**src/rtl/fb_arb_pkg.sv**
```systemverilog
// Shared state type and default geometry for the frame-buffer scan-out arbiter.
package fb_arb_pkg;

  localparam int RD_H_DEF  = 480;
  localparam int RD_V_DEF  = 272;
  localparam int FRAME_PIX = RD_H_DEF * RD_V_DEF;
  localparam int PIX_W_DEF = 16;

  typedef enum logic [1:0] {
    IDLE = 2'd0,
    SCAN = 2'd1,
    DONE = 2'd2
  } scan_state_e;

  // Counter width able to hold the value DEPTH itself (full FIFO / full credits).
  function automatic int cnt_bits(input int depth);
    return $clog2(depth) + 1;
  endfunction

endpackage

```
**src/rtl/pix_sync_fifo.sv**
```systemverilog
// Synchronous pixel FIFO with occupancy count, flush and first-word-fall-through head.
module pix_sync_fifo
  import fb_arb_pkg::*;
#(
  parameter int WIDTH = PIX_W_DEF,
  parameter int DEPTH = 16
) (
  input  logic                     clk,
  input  logic                     rst,
  input  logic                     flush,
  input  logic                     push,
  input  logic [WIDTH-1:0]         din,
  input  logic                     pop,
  output logic [WIDTH-1:0]         dout,
  output logic [$clog2(DEPTH):0]   count,
  output logic                     empty
);

  localparam int AW = $clog2(DEPTH);
  localparam int CW = AW + 1;

  logic [WIDTH-1:0] mem [DEPTH];
  logic [AW-1:0]    wr_ptr;
  logic [AW-1:0]    rd_ptr;
  logic             push_ok;
  logic             pop_ok;

  assign empty   = (count == '0);
  assign push_ok = push && (count != CW'(DEPTH));
  assign pop_ok  = pop && !empty;
  assign dout    = mem[rd_ptr];

  // NOTE: storage is deliberately not reset; only pointers and count carry state.
  always_ff @(posedge clk) begin
    if (push_ok && !flush) mem[wr_ptr] <= din;
  end

  always_ff @(posedge clk or posedge rst) begin
    if (rst) begin
      wr_ptr <= '0;
      rd_ptr <= '0;
      count  <= '0;
    end else if (flush) begin
      wr_ptr <= '0;
      rd_ptr <= '0;
      count  <= '0;
    end else begin
      if (push_ok) wr_ptr <= wr_ptr + AW'(1);
      if (pop_ok)  rd_ptr <= rd_ptr + AW'(1);
      count <= count + CW'(push_ok) - CW'(pop_ok);
    end
  end

endmodule

```
**src/rtl/fb_scanout_arbiter.sv**
```systemverilog
// Shares one single-port frame-buffer RAM between raster scan-out prefetch and a pixel writer.
module fb_scanout_arbiter
  import fb_arb_pkg::*;
#(
  parameter int RD_H        = RD_H_DEF,
  parameter int RD_V        = RD_V_DEF,
  parameter int ADDR_W      = 17,
  parameter int PIX_W       = PIX_W_DEF,
  parameter int FIFO_DEPTH  = 16,
  parameter int MEM_LAT     = 2,
  parameter int LOW_WM      = 6,
  parameter int WR_MAX_WAIT = 8
) (
  input  logic              clk,
  input  logic              rst,
  input  logic              frame_start,
  input  logic              rd,
  output logic [PIX_W-1:0]  pix_out,
  output logic              underflow,
  input  logic              wr_req,
  input  logic [ADDR_W-1:0] wr_addr,
  input  logic [PIX_W-1:0]  wr_data,
  output logic              wr_ack,
  output logic              mem_en,
  output logic              mem_we,
  output logic [ADDR_W-1:0] mem_addr,
  output logic [PIX_W-1:0]  mem_wdata,
  input  logic [PIX_W-1:0]  mem_rdata
);

  localparam int CNT_W  = cnt_bits(FIFO_DEPTH);
  localparam int WAIT_W = $clog2(WR_MAX_WAIT + 1);

  localparam logic [ADDR_W-1:0] LAST_ADDR  = ADDR_W'(RD_H * RD_V - 1);
  localparam logic [CNT_W-1:0]  DEPTH_C    = CNT_W'(FIFO_DEPTH);
  localparam logic [CNT_W-1:0]  LOW_WM_C   = CNT_W'(LOW_WM);
  localparam logic [WAIT_W-1:0] WAIT_SAT_C = WAIT_W'(WR_MAX_WAIT - 1);

  scan_state_e       state;
  logic [ADDR_W-1:0] scan_addr;
  logic [MEM_LAT-1:0] vld_pipe;
  logic [WAIT_W-1:0] wait_cnt;
  logic [CNT_W-1:0]  fifo_count;
  logic [CNT_W-1:0]  credits;
  logic [PIX_W-1:0]  fifo_head;
  logic              fifo_empty;
  logic              fifo_push;
  logic              fifo_pop;
  logic              rd_on_bus;
  logic              scan_ok;
  logic              rd_can;
  logic              rd_urgent;
  logic              wr_pend;
  logic              grant_rd;
  logic              grant_wr;

  // A read on the bus this cycle is already committed; it enters vld_pipe at the edge.
  assign rd_on_bus = mem_en & ~mem_we;
  // Data landing in the frame_start cycle belongs to the abandoned frame.
  assign fifo_push = vld_pipe[MEM_LAT-1] & ~frame_start;
  assign fifo_pop  = rd & ~fifo_empty;

  pix_sync_fifo #(
    .WIDTH (PIX_W),
    .DEPTH (FIFO_DEPTH)
  ) u_fifo (
    .clk   (clk),
    .rst   (rst),
    .flush (frame_start),
    .push  (fifo_push),
    .din   (mem_rdata),
    .pop   (fifo_pop),
    .dout  (fifo_head),
    .count (fifo_count),
    .empty (fifo_empty)
  );

  // Every read that has been granted but not yet popped owns one FIFO slot.
  always_comb begin
    credits = fifo_count + CNT_W'(rd_on_bus);
    for (int i = 0; i < MEM_LAT; i++) begin
      credits = credits + CNT_W'(vld_pipe[i]);
    end
  end

  // NOTE: every output of this block gets a default first, so no latch is inferred.
  always_comb begin
    scan_ok   = (state == SCAN) && !frame_start;
    rd_can    = scan_ok && (credits < DEPTH_C);
    rd_urgent = scan_ok && (credits < LOW_WM_C);
    wr_pend   = wr_req && !wr_ack;
    grant_rd  = 1'b0;
    grant_wr  = 1'b0;
    if (rd_urgent) begin
      grant_rd = 1'b1;
    end else if (wr_pend && ((wait_cnt == WAIT_SAT_C) || !rd_can)) begin
      grant_wr = 1'b1;
    end else if (rd_can) begin
      grant_rd = 1'b1;
    end
  end

  // NOTE: all state below uses non-blocking assignments so every register sees pre-edge values.
  always_ff @(posedge clk or posedge rst) begin
    if (rst) begin
      state     <= IDLE;
      scan_addr <= '0;
      vld_pipe  <= '0;
      wait_cnt  <= '0;
      mem_en    <= 1'b0;
      mem_we    <= 1'b0;
      mem_addr  <= '0;
      mem_wdata <= '0;
      wr_ack    <= 1'b0;
      pix_out   <= '0;
      underflow <= 1'b0;
    end else begin
      mem_en    <= grant_rd | grant_wr;
      mem_we    <= grant_wr;
      wr_ack    <= grant_wr;
      mem_addr  <= grant_wr ? wr_addr : (grant_rd ? scan_addr : '0);
      mem_wdata <= grant_wr ? wr_data : '0;

      if (!wr_pend || grant_wr) begin
        wait_cnt <= '0;
      end else if (wait_cnt != WAIT_SAT_C) begin
        wait_cnt <= wait_cnt + WAIT_W'(1);
      end

      if (frame_start) vld_pipe <= '0;
      else             vld_pipe <= MEM_LAT'({vld_pipe, rd_on_bus});

      if (frame_start) begin
        state     <= SCAN;
        scan_addr <= '0;
      end else if (grant_rd) begin
        scan_addr <= scan_addr + ADDR_W'(1);
        if (scan_addr == LAST_ADDR) state <= DONE;
      end

      if (fifo_pop) pix_out <= fifo_head;

      if (frame_start)          underflow <= 1'b0;
      else if (rd && fifo_empty) underflow <= 1'b1;
    end
  end

endmodule

```
**config.mk**
```make
export PLATFORM = sky130hd
export DESIGN_NAME = fb_scanout_arbiter
export DESIGN_NICKNAME = d
export VERILOG_FILES = /design/src/rtl/fb_arb_pkg.sv /design/src/rtl/pix_sync_fifo.sv /design/src/rtl/fb_scanout_arbiter.sv
export SDC_FILE = /design/constraint.sdc
export NUM_CORES = 1
export LEC_CHECK = 0
export CORE_AREA = 3 3 172 174
export DETAILED_ROUTE_END_ITERATION = 10
export DIE_AREA = 0 0 175 177
export PLACE_DENSITY = 0.69
export SYNTH_ARGS = -nofsm -noshare
export SYNTH_HDL_FRONTEND = slang
export SYNTH_HIERARCHICAL = 1
export SYNTH_SLANG_ARGS = --single-unit
```
**constraint.sdc**
```tcl
create_clock -name clk -period 9.6 [get_ports clk]
set_clock_uncertainty 0.15 [all_clocks]
set_input_delay 0.96 -clock clk [delete_from_list [all_inputs] [get_ports clk]]
set_output_delay 0.96 -clock clk [all_outputs]
set_load 0.05 [all_outputs]
```
==> impl_metrics.yaml <==
critical_path:
  rr_worst_depth: 16
  reg2reg_to: "u_fifo/count[4]"
  rr_startpoint: "u_fifo/count[2]"
  rrSetupSlack_ps: 5670
  required_ps: 9820
  crit_fanout: 20
  worstPathArrival_ps: 4150
  startpoint_type: "flop"
  end_kind: "flop"
  crit_type: "reg -> reg"
clocking:
  insertion_delay_ps: 520
  clockBufferDepth: 3
  cts_tree: "yes"
  post_cts_buffers: 0
  postCtsResizedCells: 0
  cts_sinks: 346
  clkSlewWorstSetupHoldPaths_ps: 60
  cts_buffers: 37
  htreeDepth: 2
  holdBufCountCts: 0
  cts_root_buf: "clkbuf_16"
synth:
  synthAdderAreaFrac_pct: 1.673
  yosysWarningCount: 6
  synth-seq-area-share_pct: 70.68
  synth_compound_area_share_pct: 5.730
  synth_top_area_cell: "edfxtp_1"
  syn-cell-area_um2: 14060
  synth.distinct_cells: 54
  yosys-top-cells-area: "edfxtp_1 55%, dfrtp_1 16%, mux4_2 5.1%"
  synth-xor-area-share_pct: 0.7384
  syn_inst: 837
  synth_edf_count: 256
  yosysTopAreaCellShare_pct: 54.66
  ys_seq_elements: 346
  syn_area_per_cell_um2: 16.80
  synth_top_family_by_area: "multiplexers"
  yosys.area_share.simple_pct: 6.219
  synth-main-ff-cell: "edfxtp_1"
  synth_fp_nets: 908
  synthArstFlopShare_pct: 26.01
  synth_mux_area_share_pct: 12.64
die:
  core_area_um2: 27930
  initial_core_util_pct: 50.34
  die_x_um: 175
  ios: 107
  die_h_um: 177
  rows: 61
  dieArea_um2: 30980
place:
  place_inst: 1299
  portBuffers: 106
  dp_hpwl_um: 18720
  gp_congestion: 0.8314
power_and_ir_drop:
  p_int_w: 0.002840
  ir_worst_vdd_v: 0.0001208
  combPwrFrac_pct: 23.6
  power_frac_clock_pct: 32.4
  p_sw_w: 0.001175
  p_sw_share_pct: 29.26
  seqPwrFrac_pct: 44.1
  p_per_area_nw_per_um2: 241.0
  power.leakage_nw: 5.871
cells_and_area:
  final_nets: 1031
  ff_latch_area_um2: 9943
  layout_commonest_cell: "edfxtp_1"
  multi_input_area_um2: 3820
  nFillCells: 2130
  antenna_cells: 0
  area_delta_synth_final_pct: 18.46
  fin_cells: 1367
  layout_common_cells: "256 x edfxtp_1, 106 x clkdlybuf4s50_1, 89 x dfrtp_1, 48 x mux2_2, 43 x nor2_1"
  drive_gt1_share_pct: 17.19
sta:
  fmax_mhz: 254.4
  tns_ps: 0
  period_needed_ps: 3931
  period_share_pct: 40.95
  relSlewSlack_pct: 23.39
  grt_setup_unrepaired: "no"
  slew_viol_final: 0
  setup_violations: 0
  tightestPinTransition_ps: 1147
  whs_ps: 353.9
  finalHoldViolations: 0
drt:
  postRouteAntennaNets: 0
  dr_total_vias: 7797
  wirelength_um: 29980
  firstDrtPassIters: 4
  vias_per_cell: 5.704
  drt_iter0_drc: 593
  wire_per_inst_um: 21.93
  drc: 0
hold_path:
  holdPathStages: 1
  min_to: "pix_out[0]"
  hold_path.class: "reg -> reg"
  hold_start: "pix_out[0]"
run:
  drv_cap: 0
global_routing:
  grt_pass1_vias: 8108
  grt_usage_pct: 19.71
  grt_max_degree: 72
  antenna_found_initial: 1
  grt.overflow.total: 0
  grt_pass1_wl_um: 46950
run_status:
  status: "complete, no violations"
## cell usage after synthesis (2+ instances only)
| cell type | instances |
|---|---|
| a2111oi_1 | 2 |
| a211oi_1 | 7 |
| a21oi_1 | 9 |
| a221o_1 | 16 |
| a22o_1 | 33 |
| a31oi_1 | 2 |
| and2_1 | 20 |
| buf_1 | 4 |
| buf_2 | 15 |
| buf_4 | 5 |
| buf_6 | 5 |
| clkbuf_1 | 14 |
| dfrtp_1 | 90 |
| edfxtp_1 | 256 |
| fa_1 | 3 |
| ha_1 | 14 |
| inv_1 | 20 |
| mux2_1 | 13 |
| mux2_2 | 48 |
| mux2i_1 | 37 |
| mux4_2 | 32 |
| nand2_1 | 21 |
| nand2b_1 | 6 |
| nand3_1 | 19 |
| nand3b_1 | 2 |
| nand4_1 | 4 |
| nor2_1 | 43 |
| nor2b_1 | 20 |
| nor3_1 | 27 |
| nor4_1 | 2 |
| o21ai_1 | 2 |
| o22ai_1 | 16 |
| xnor2_1 | 5 |
| xor2_1 | 5 |
## state kept, by name, indices dropped and copies added (netlist names), 4 cells and up
| name | cells |
|---|---|
| u_fifo/mem | 256 |
| mem_addr | 17 |
| scan_addr | 17 |
| mem_wdata | 16 |
| pix_out | 16 |
| u_fifo/count | 5 |
| u_fifo/rd_ptr | 4 |
| u_fifo/wr_ptr | 4 |
| wait_cnt | 4 |
## metal layers
metal,wire [um],global-route usage [%],vias to the layer above
li1,-,-,3488
met2,14530,32.03,260
met3,2006,3.990,59
met5,13,0,-
met4,842,6.383,2
met1,12590,27.06,3988
## through the flow
step	util (%)	setup WS, ps	power [W]	area, um2
after global placement	55.63	5252	0.002744	15540
after global routing	59.64	5282	0.004195	16660
after CTS	59.64	5601	0.004063	16660
after detailed placement	55.63	5190	0.002757	15540
after floorplan	-	5780	0.002491	14060
final	59.64	5669	0.004014	16660
## layout make-up
type                            count  area share [%]
Multi-Input combinational cell    427           22.93
Timing Repair Buffer              128           7.360
Clock buffer                       45           5.926
Clock inverter                     23          0.8036
Inverter                           20          0.4581
Tap cell                          378           2.839
Sequential cell                   346           59.68
## power by group through the flow
stage	Combinational (W)	Clock, W	Sequential [W]
final	0.000946	0.00130	0.00177
after global routing	0.00101	0.00140	0.00178
after CTS	0.000960	0.00133	0.00177
after detailed placement	0.000956	0	0.00180
after global placement	0.000945	0	0.00180
after floorplan	0.000540	0	0.00195
## critical path: stages (launching register included)
cell      delay (ps)
dfrtp_1          420
inv_1             90
ha_1             230
or4b_1           240
inv_1             90
nor2b_2          860
nand2_1          230
inv_1            120
ha_1             230
inv_1             60
ha_1             160
inv_1             60
fa_1             370
nor2b_1          180
o21bai_1         100
a21oi_1          150
nor3b_1           60
## how the worst max path moves through the flow
stage	start	endpoint	cells after the start
after floorplan	frame_start	u_fifo/mem[0][0]	7
after global placement	rd	u_fifo/count[4]	13
after detailed placement	rd	u_fifo/count[4]	13
after CTS	u_fifo/count[2]	u_fifo/count[4]	16
after global routing	u_fifo/count[2]	u_fifo/count[4]	16
final	u_fifo/count[2]	u_fifo/count[4]	16
## logic make-up after synthesis
kind of cell               Yosys count
and+or+nand+nor                    171
muxes                              130
xor gates and xnor gates            11
DFF                                346
adders and majority gates           17
buffers and inverters               64
AOI/OAI and AO/OA                   98
No activity file was read; power rests on OpenSTA's default activity.
